<file path="src/rtl/demux1t4_32_buf.sv">
// 1-to-4 stream distributor with a one-entry valid/ready holding register per
// channel and per-channel saturating delivery counters.
module demux1t4_32_buf #(
  parameter int W  = 32,
  parameter int CW = 8
) (
  input  logic          clk,
  input  logic          rst,
  input  logic [1:0]    s,
  input  logic [W-1:0]  in_data,
  input  logic          in_valid,
  output logic          in_ready,
  output logic [W-1:0]  o0,
  output logic [W-1:0]  o1,
  output logic [W-1:0]  o2,
  output logic [W-1:0]  o3,
  output logic [3:0]    ov,
  input  logic [3:0]    or_rdy,
  output logic [CW-1:0] cnt0,
  output logic [CW-1:0] cnt1,
  output logic [CW-1:0] cnt2,
  output logic [CW-1:0] cnt3,
  input  logic          clr_cnt
);

  function automatic logic [CW-1:0] sat_inc(input logic [CW-1:0] v);
    if (v == {CW{1'b1}}) return v;
    return v + 1'b1;
  endfunction

  logic [W-1:0]  data_q [4];
  logic [W-1:0]  data_d [4];
  logic [CW-1:0] cnt_q  [4];
  logic [CW-1:0] cnt_d  [4];
  logic [3:0]    ov_q, ov_d;
  logic [3:0]    deliver;
  logic          accept;

  always_comb begin
    in_ready = !rst && (!ov_q[s] || or_rdy[s]);
    accept   = in_valid && in_ready;
    deliver  = ov_q & or_rdy;
    ov_d     = ov_q & ~deliver;
    for (int k = 0; k < 4; k++) begin
      data_d[k] = data_q[k];
      cnt_d[k]  = cnt_q[k];
      // A load wins over a same-edge delivery so the channel keeps streaming.
      if (accept && (s == 2'(k))) begin
        data_d[k] = in_data;
        ov_d[k]   = 1'b1;
      end
      if (clr_cnt)         cnt_d[k] = '0;
      else if (deliver[k]) cnt_d[k] = sat_inc(cnt_q[k]);
    end
  end

  always_ff @(posedge clk) begin
    if (rst) begin
      ov_q <= '0;
      for (int k = 0; k < 4; k++) begin
        data_q[k] <= '0;
        cnt_q[k]  <= '0;
      end
    end else begin
      ov_q <= ov_d;
      for (int k = 0; k < 4; k++) begin
        data_q[k] <= data_d[k];
        cnt_q[k]  <= cnt_d[k];
      end
    end
  end

  assign o0   = data_q[0];
  assign o1   = data_q[1];
  assign o2   = data_q[2];
  assign o3   = data_q[3];
  assign ov   = ov_q;
  assign cnt0 = cnt_q[0];
  assign cnt1 = cnt_q[1];
  assign cnt2 = cnt_q[2];
  assign cnt3 = cnt_q[3];

endmodule

</file>
<file path="config.mk">
export PLATFORM = sky130hd
export DESIGN_NAME = demux1t4_32_buf
export DESIGN_NICKNAME = d
export VERILOG_FILES = /design/src/rtl/demux1t4_32_buf.sv
export SDC_FILE = /design/constraint.sdc
export NUM_CORES = 1
export LEC_CHECK = 0
export ABC_CLOCK_PERIOD_IN_PS = 3050
export BUFFER_PORTS_ARGS = -buffer_cell sky130_fd_sc_hd__buf_2
export CORE_ASPECT_RATIO = 0.9
export CORE_MARGIN = 2
export CORE_UTILIZATION = 54
export CTS_CLUSTER_DIAMETER = 80
export DETAILED_ROUTE_END_ITERATION = 12
export GPL_TIMING_DRIVEN = 1
export PLACE_DENSITY_LB_ADDON = 0.08
export SLEW_MARGIN = 20
export SYNTH_ARGS = -nofsm -noshare
export SYNTH_HDL_FRONTEND = slang
export SYNTH_SLANG_ARGS = --single-unit
</file>
<file path="constraint.sdc">
create_clock -name clk -period 3.05 [get_ports clk]
set_clock_uncertainty 0.2 [all_clocks]
set_input_delay 0.4575 -clock clk [delete_from_list [all_inputs] [get_ports clk]]
set_output_delay 0.4575 -clock clk [all_outputs]
set_load 0.1 [all_outputs]
</file>
Yosys cells after proc, flatten, opt, wreduce, memory -nomap -nowiden
Memories as Yosys holds them, arrays and structs flattened.
Index checks and enable logic that the tools add are counted.
{ "classes": {"n_bitwise": 11, "n_lt_le_gt_ge": 1, "addsub": 4, "n_eq_ne": 7, "reduce_logical": 10, "n_mux": 51} }
{ "ops": {"columns": ["cell", "count"], "rows": [
  ["$mux 32", 8],
  ["$mux 8", 20],
  ["$add 8x1->8 const B", 4],
  ["$eq 8x8->1 const B", 4],
  ["$mux 1", 21],
  ["$and 4x4->4", 2],
  ["$or 1x1->1", 8],
  ["$logic_and 1x1->1", 6],
  ["$bmux 1 s2", 2],
  ["$eq 2x2->1 const B", 2],
  ["$not 4->4", 1],
  ["$lt 2x3->1 const B", 1],
  ["$eq 2x1->1 const B", 1],
  ["$logic_not 1->1", 2],
  ["$logic_not 2->1", 1],
  ["$logic_or 1x1->1", 1]
]} }
{ "word_totals": {"mem_count": 2, "mem_bits_rw": 160, "in_bits": 42, "register_bits": 4, "out_inout_bits": 165, "elab_cells": 87} }
{ "mem_list": {"columns": ["memory", "words", "width", "read_ports", "rd_ports_with_merged_regs", "wr", "line", "rtl"], "rows": [
  ["data_q", 4, 32, 4, 0, 4, "31", "logic [W-1:0] data_q [4];"],
  ["cnt_q", 4, 8, 4, 0, 4, "33", "logic [CW-1:0] cnt_q [4];"]
]} }

Depth between registers and ports, before layout
Gate-level depths: netlist of the first run.
{ "depth": {"depth_word": 9, "mapped_depth": 6, "mapped_depth_nobuf": 5} }

Least setup slack after synthesis of the first run
OpenSTA, ideal clock, no wires.
{ "synth_timing": {"path_type": "reg-to-output", "startpoint": "reg ov_q[3], in the netlist ov[3]", "endpoint": "out in_ready", "n_path_buf": 0, "slack_ps": -301, "arrival_time_ps": 2694, "stages_incl_launch_ff": 5, "required_time_ps": 2392, "cell_sequence": "dfxtp_1 > nand2b_1 > inv_1 > mux4_2 > nor2_1"} }
{ "synth_via": {"elab_chain_cells": 5} }
{ "synth_rtl": {"columns": ["element", "line", "rtl"], "rows": [
  ["start: declaration", "35", "logic [3:0] ov_q, ov_d;"],
  ["start signal: assignment", "65", "ov_q <= ov_d;"],
  ["$bmux 1 s2", "40", "in_ready = !rst && (!ov_q[s] || or_rdy[s]);"],
  ["$mux 1 (not written as such)", "40", null],
  ["$logic_not 1->1", "40", null],
  ["$logic_or 1x1->1", "40", null],
  ["$logic_and 1x1->1", "40", null],
  ["end: declaration", "12", "output logic in_ready,"]
]} }
Every way passes these cells. The select of a mux whose other input is x is not followed.

Final worst setup path of the first run
Ends and elaborated chain as after synthesis.

==> results.cfg, run 1 <==
[yosys]
synth_top_area_share_pct = 53.8
synthTopCellsByCount = nand2_1, dfxtp_1, a21oi_1
ys_seq_elements = 164
synth_cells = 756
yosys_warnings = 0
synth_area_mm2 = 0.00610
avgSynthCellArea_um2 = 8.07
synthesis.nets = 802
synth_flop_cell = dfxtp_1
yosysSeqAreaShare_pct = 53.8
yosys.cell_count.top_type = nand2_1
synth_edf_count = 0
synth_top_cell_by_area = dfxtp_1
synthArstFlopShare_pct = 0
yosys-top-cells-area = dfxtp_1, nand2_1, a21oi_1
yosysUniqueCellTypes = 46

[drt]
dr.pass1.iters = 5
wl_per_cell_um = 15.4
drt-total-wl_mm = 17.0
vias_per_cell = 5.40
drtIter0Drc = 552
via_count = 5967
route.detailed.drc = 0
ant_nets = 0

[global_routing]
grtUsageTotal_pct = 28.1
antenna_found_initial = 0
grt_pass1_wl_mm = 27.0
grt_max_degree = 86
grt_pass1_vias = 5610
overflow = 0

[timing]
hold_slack_ns = 0.101
fin_setup_tns_ns = 0
hold_viol_final = 0
relSlewSlack_pct = 42.4
tightest_slew_ns = 0.864
finalCritPeriodShare_pct = 86.1
fmax_ghz = 0.381
rsz0062_at_grt = no
final-setup-viol-count = 0
slew_viol_final = 0
finalCriticalPeriod_ns = 2.63

[worst_hold_path]
hold_depth = 3
hold_class = input pin to register

[clocking]
root_buffer = clkbuf_16
path_clk_slew_ns = 0.06
ctsResizeCount = 0
cts_buffer_depth = 2
cts_hold_buf = 0
clk_latency_ns = 0.42
cts_tree = done
cts_buffers = 17
cts.sinks = 164
h-tree-depth = 4
postCtsSetupBuffers = 0

[critical_path]
worstPathMaxFanout = 5
worstRegToRegCells = 5
startpoint = ov[3]
arrival_ns = 1.97
cp.required_ns = 2.39
timing.rr.start = ov[0]
endpoint = in_ready
critPathKind = register to output port
r2r_setup_slack_ns = 0.94
rr_endpoint = data_q[0][27]
end_kind = output port
cp-start-kind = register

[pwr]
power.total_mw = 4.61
p_seq_share_pct = 47.7
power.internal_mw = 3.39
powerDensity_mw_per_mm2 = 594
p_clk_share_pct = 41.4
switching_share_pct = 26.5
ir_drop_uv = 401
p_sw_mw = 1.22
power_frac_comb_pct = 10.9
leakage_nw = 3.34

[place]
hpwl_mm = 11.5
gp_congestion = 0.875
postPlaceCellArea_mm2 = 0.00723
io_buffers = 206

[cells_and_area]
drive_gt1_share_pct = 26.6
final_util_pct = 71.2
num_antenna_cells = 0
nFillCells = 930
layout.nets = 991
stdcell_area_mm2 = 0.00776
multi_input_area_mm2 = 0.00262
register_area_mm2 = 0.00328
areaGrowthSynthToFinish_pct = 27.2

[job]
maxCapViolCount = 0

[floorplanning]
dieArea_mm2 = 0.0122
core-area_mm2 = 0.0109
io_pins = 207
initial_core_util_pct = 56.0
rows = 36
die_y_um = 105
die_w_um = 116

[status]
status = complete, no violations
state kept, by name (all words and copies together) (netlist names):
| name | cells |
|---|---|
| cnt_q | 32 |
| data_q | 128 |
| ov | 4 |
final cells by class:
cell class                      count  share of cell area, %
Clock buffer                       23                   6.42
Tap cell                          152                   2.45
Timing Repair Buffer              217                   14.4
Clock inverter                      5                  0.355
Inverter                            6                  0.290
Multi-Input combinational cell    539                   33.8
Sequential cell                   164                   42.3
per-layer routing:
layer  routed length [um]  part of all wire (%)  track usage (%)
met5                    0                     0                0
met4                  474                   2.8             11.8
met3                 1590                   9.4             10.3
met2                 8030                    47             44.5
met1                 6880                    41             34.4
worst max-delay path, cell delays in order, from the launching register on:
cell and delay [ns]:
dfxtp_1 0.35, nand2b_1 0.15, inv_1 0.05, mux4_2 0.47, nor2_2 0.10, buf_2 0.43
cell usage in the layout, fill, tap and decap left out, types with 6 or more instances in the layout:
master	instances
a21oi_1	137
and3_1	6
buf_2	205
buf_4	12
clkbuf_16	17
dfxtp_1	164
inv_1	6
nand2_1	269
nand3_1	12
nor2_1	29
o21ai_0	8
xor2_1	8
stage by stage:
stage,setup slack [ns],cells
final,0.424,1106
after floorplan,0.150,756
after CTS,0.399,1106
after detailed placement,0.576,1078
after global routing,0.331,1106
after global placement,0.605,1078
worst min-delay path by stage:
stage / end / start
2_1_floorplan: data_q[2][0] / in_data[0]
3_3_place_gp: data_q[2][21] / data_q[2][21]
3_5_place_dp: data_q[1][16] / data_q[1][16]
4_1_cts: data_q[3][16] / in_data[16]
5_1_grt: data_q[3][15] / in_data[15]
6_report: data_q[3][16] / in_data[16]
power groups by stage:
stage               combinational, mW  clock, mW  sequential, mW
floorplan                       0.114          0            2.51
global placement                0.494          0            2.24
detailed placement              0.499          0            2.25
CTS                             0.501       1.93            2.20
global route                    0.526       2.02            2.20
finish                          0.502       1.91            2.20
cells by family after synthesis:
| group | Yosys count | share of synthesized area, % |
|---|---|---|
| adders and majority gates | 4 | 0.820 |
| and+or+nand+nor | 348 | 23.8 |
| muxes | 5 | 1.03 |
| xor gates and xnor gates | 13 | 1.87 |
| DFF | 164 | 53.8 |
| buffers and inverters | 53 | 3.63 |
| AOI/OAI and AO/OA | 169 | 15.0 |
(Power assumes the default switching activity.)
==> run 2, diff against run 1 <==
Settings changed: CELL_PAD_IN_SITES_DETAIL_PLACEMENT from default to 0, CELL_PAD_IN_SITES_GLOBAL_PLACEMENT from default to 1, CORE_UTILIZATION 54 to 38.
==> run 2 against run 1 <==
Effect of this change:
- maximum frequency down 0.66%
- worst hold slack better by 0.0057 ns
- cell count rose by 4.8%
- clock power grew 13%
- combinational power about the same
- sequential share of layout area is 0.71 points lower
- setup slack worse by 0.018 ns
- critical path depth is the same
==> results.cfg, run 2 (same netlist as run 1, synthesis figures left out) <==
[critical_path]
end_kind = output port
cp_cell_sequence = nand2b_1, inv_1, mux4_2, nor2_2, buf_2
crit_family = buffers and inverters
critPathKind = register to output port
arrival_ns = 1.99
cp_slowest_cell = mux4_2
critPathMaxStageDelay_ns = 0.48
cp.required_ns = 2.39
path_buf_inv = 2
worstPathMaxFanout = 5
cp-start-kind = register

[drt]
ant_nets = 0
drt-total-wl_mm = 18.4
vias_per_cell = 4.99
drtIter0Drc = 317
route.detailed.drc = 0
wl_per_cell_um = 15.9
via_count = 5781
dr.pass1.iters = 5

[timing]
tightest_slew_ns = 0.951
fin_setup_tns_ns = 0
slew_viol_final = 0
final-setup-viol-count = 0
finalCritPeriodShare_pct = 86.7
fmax_ghz = 0.378
hold_viol_final = 0
relSlewSlack_pct = 36.6
rsz0062_at_grt = no
finalCriticalPeriod_ns = 2.64
setup_ws_ns = 0.406

[global_routing]
grt_pass1_vias = 5301
grt_pass1_wl_mm = 28.2
overflow = 0
grtUsageTotal_pct = 21.3
antenna_found_initial = 1
grt_max_degree = 91

[floorplanning]
die_w_um = 138
initial_core_util_pct = 39.2
die_y_um = 124
rows = 43
core-area_mm2 = 0.0155
io_pins = 207
dieArea_mm2 = 0.0171

[cells_and_area]
nFillCells = 1534
largest_register = data_q
final_cell_mix = nand2_1, buf_2, dfxtp_1, a21oi_1, nor2_1
drive_gt1_share_pct = 26.8
largest_reg_flops = 128
layout.nets = 990
areaGrowthSynthToFinish_pct = 29.4
num_antenna_cells = 0
layout_commonest_cell = nand2_1

[place]
gp_congestion = 0.812
hpwl_mm = 12.1
pre_cts_ws_ns = 0.584
io_buffers = 206

[clocking]
postCtsSetupBuffers = 0
path_clk_slew_ns = 0.07
cts_buffers = 17
cts_buffer_depth = 2
h-tree-depth = 4
cts_tree = done
root_buffer = clkbuf_16
ctsResizeCount = 0
clk_latency_ns = 0.42
cts.sinks = 164
cts_hold_buf = 0

[pwr]
ir_drop_uv = 381
power.total_mw = 4.86
powerDensity_mw_per_mm2 = 615
leakage_nw = 3.37

[worst_hold_path]
hold_class = input pin to register

[job]
maxCapViolCount = 0

[status]
status = complete, no violations
run 2: changes by cell type in the layout (fill, tap and decap cells not counted), sizes merged:
cell    delta
bufinv     +2
buf        -1
clkbuf     +1
inv        +1
run 2: area by class of cell:
| class | instances | area, um2 | area share [%] |
|---|---|---|---|
| multi-input cells | 539 | 2630 | 33.3 |
| flip-flops and latches | 164 | 3280 | 41.6 |
| clock inverters | 8 | 96.3 | 1.22 |
| clock buffers | 24 | 502 | 6.36 |
| repair buffers | 216 | 1110 | 14.0 |
| well taps | 202 | 253 | 3.20 |
| inverters | 6 | 22.5 | 0.285 |
run 2: routing by layer:
| layer | wire, um | global-route usage (%) |
|---|---|---|
| met2 | 8660 | 34.1 |
| met4 | 180 | 5.09 |
| met3 | 1360 | 7.79 |
| met1 | 8160 | 27.2 |
| met5 | 13 | 0 |
run 2: final timing paths:
check | depth (start not counted) | endpoint | startpoint | slack (ns)
max | 5 | in_ready | ov[3] | 0.41
min | 3 | data_q[1][16] | in_data[16] | 0.11
max reg2reg | 5 | cnt_q[2][7] | cnt_q[2][0] | 1.08
min reg2reg | 2 | data_q[1][9] | data_q[1][9] | 0.25
run 2: where the power goes:
part           switching [mW]  internal, mW  total (mW)
combinational           0.423        0.0817       0.505
clock                   0.841          1.31        2.15
sequential             0.0189          2.18        2.20
run 2: through the flow:
stage | instance area, um2 | util (%) | std cells | hold WS [ns]
final | 7890 | 50.8 | 1159 | 0.107
after CTS | 7890 | 50.8 | 1159 | 0.0873
after floorplan | 6100 | - | 756 | 0.393
after global routing | 7890 | 50.8 | 1159 | 0.0961
after detailed placement | 7290 | 46.9 | 1127 | 0.243
after global placement | 7290 | 46.9 | 1127 | 0.238
run 2: tightest hold or removal path, stage by stage:
cell,delay [ns]
buf_2,0.12
nand2_1,0.05
a21oi_1,0.05
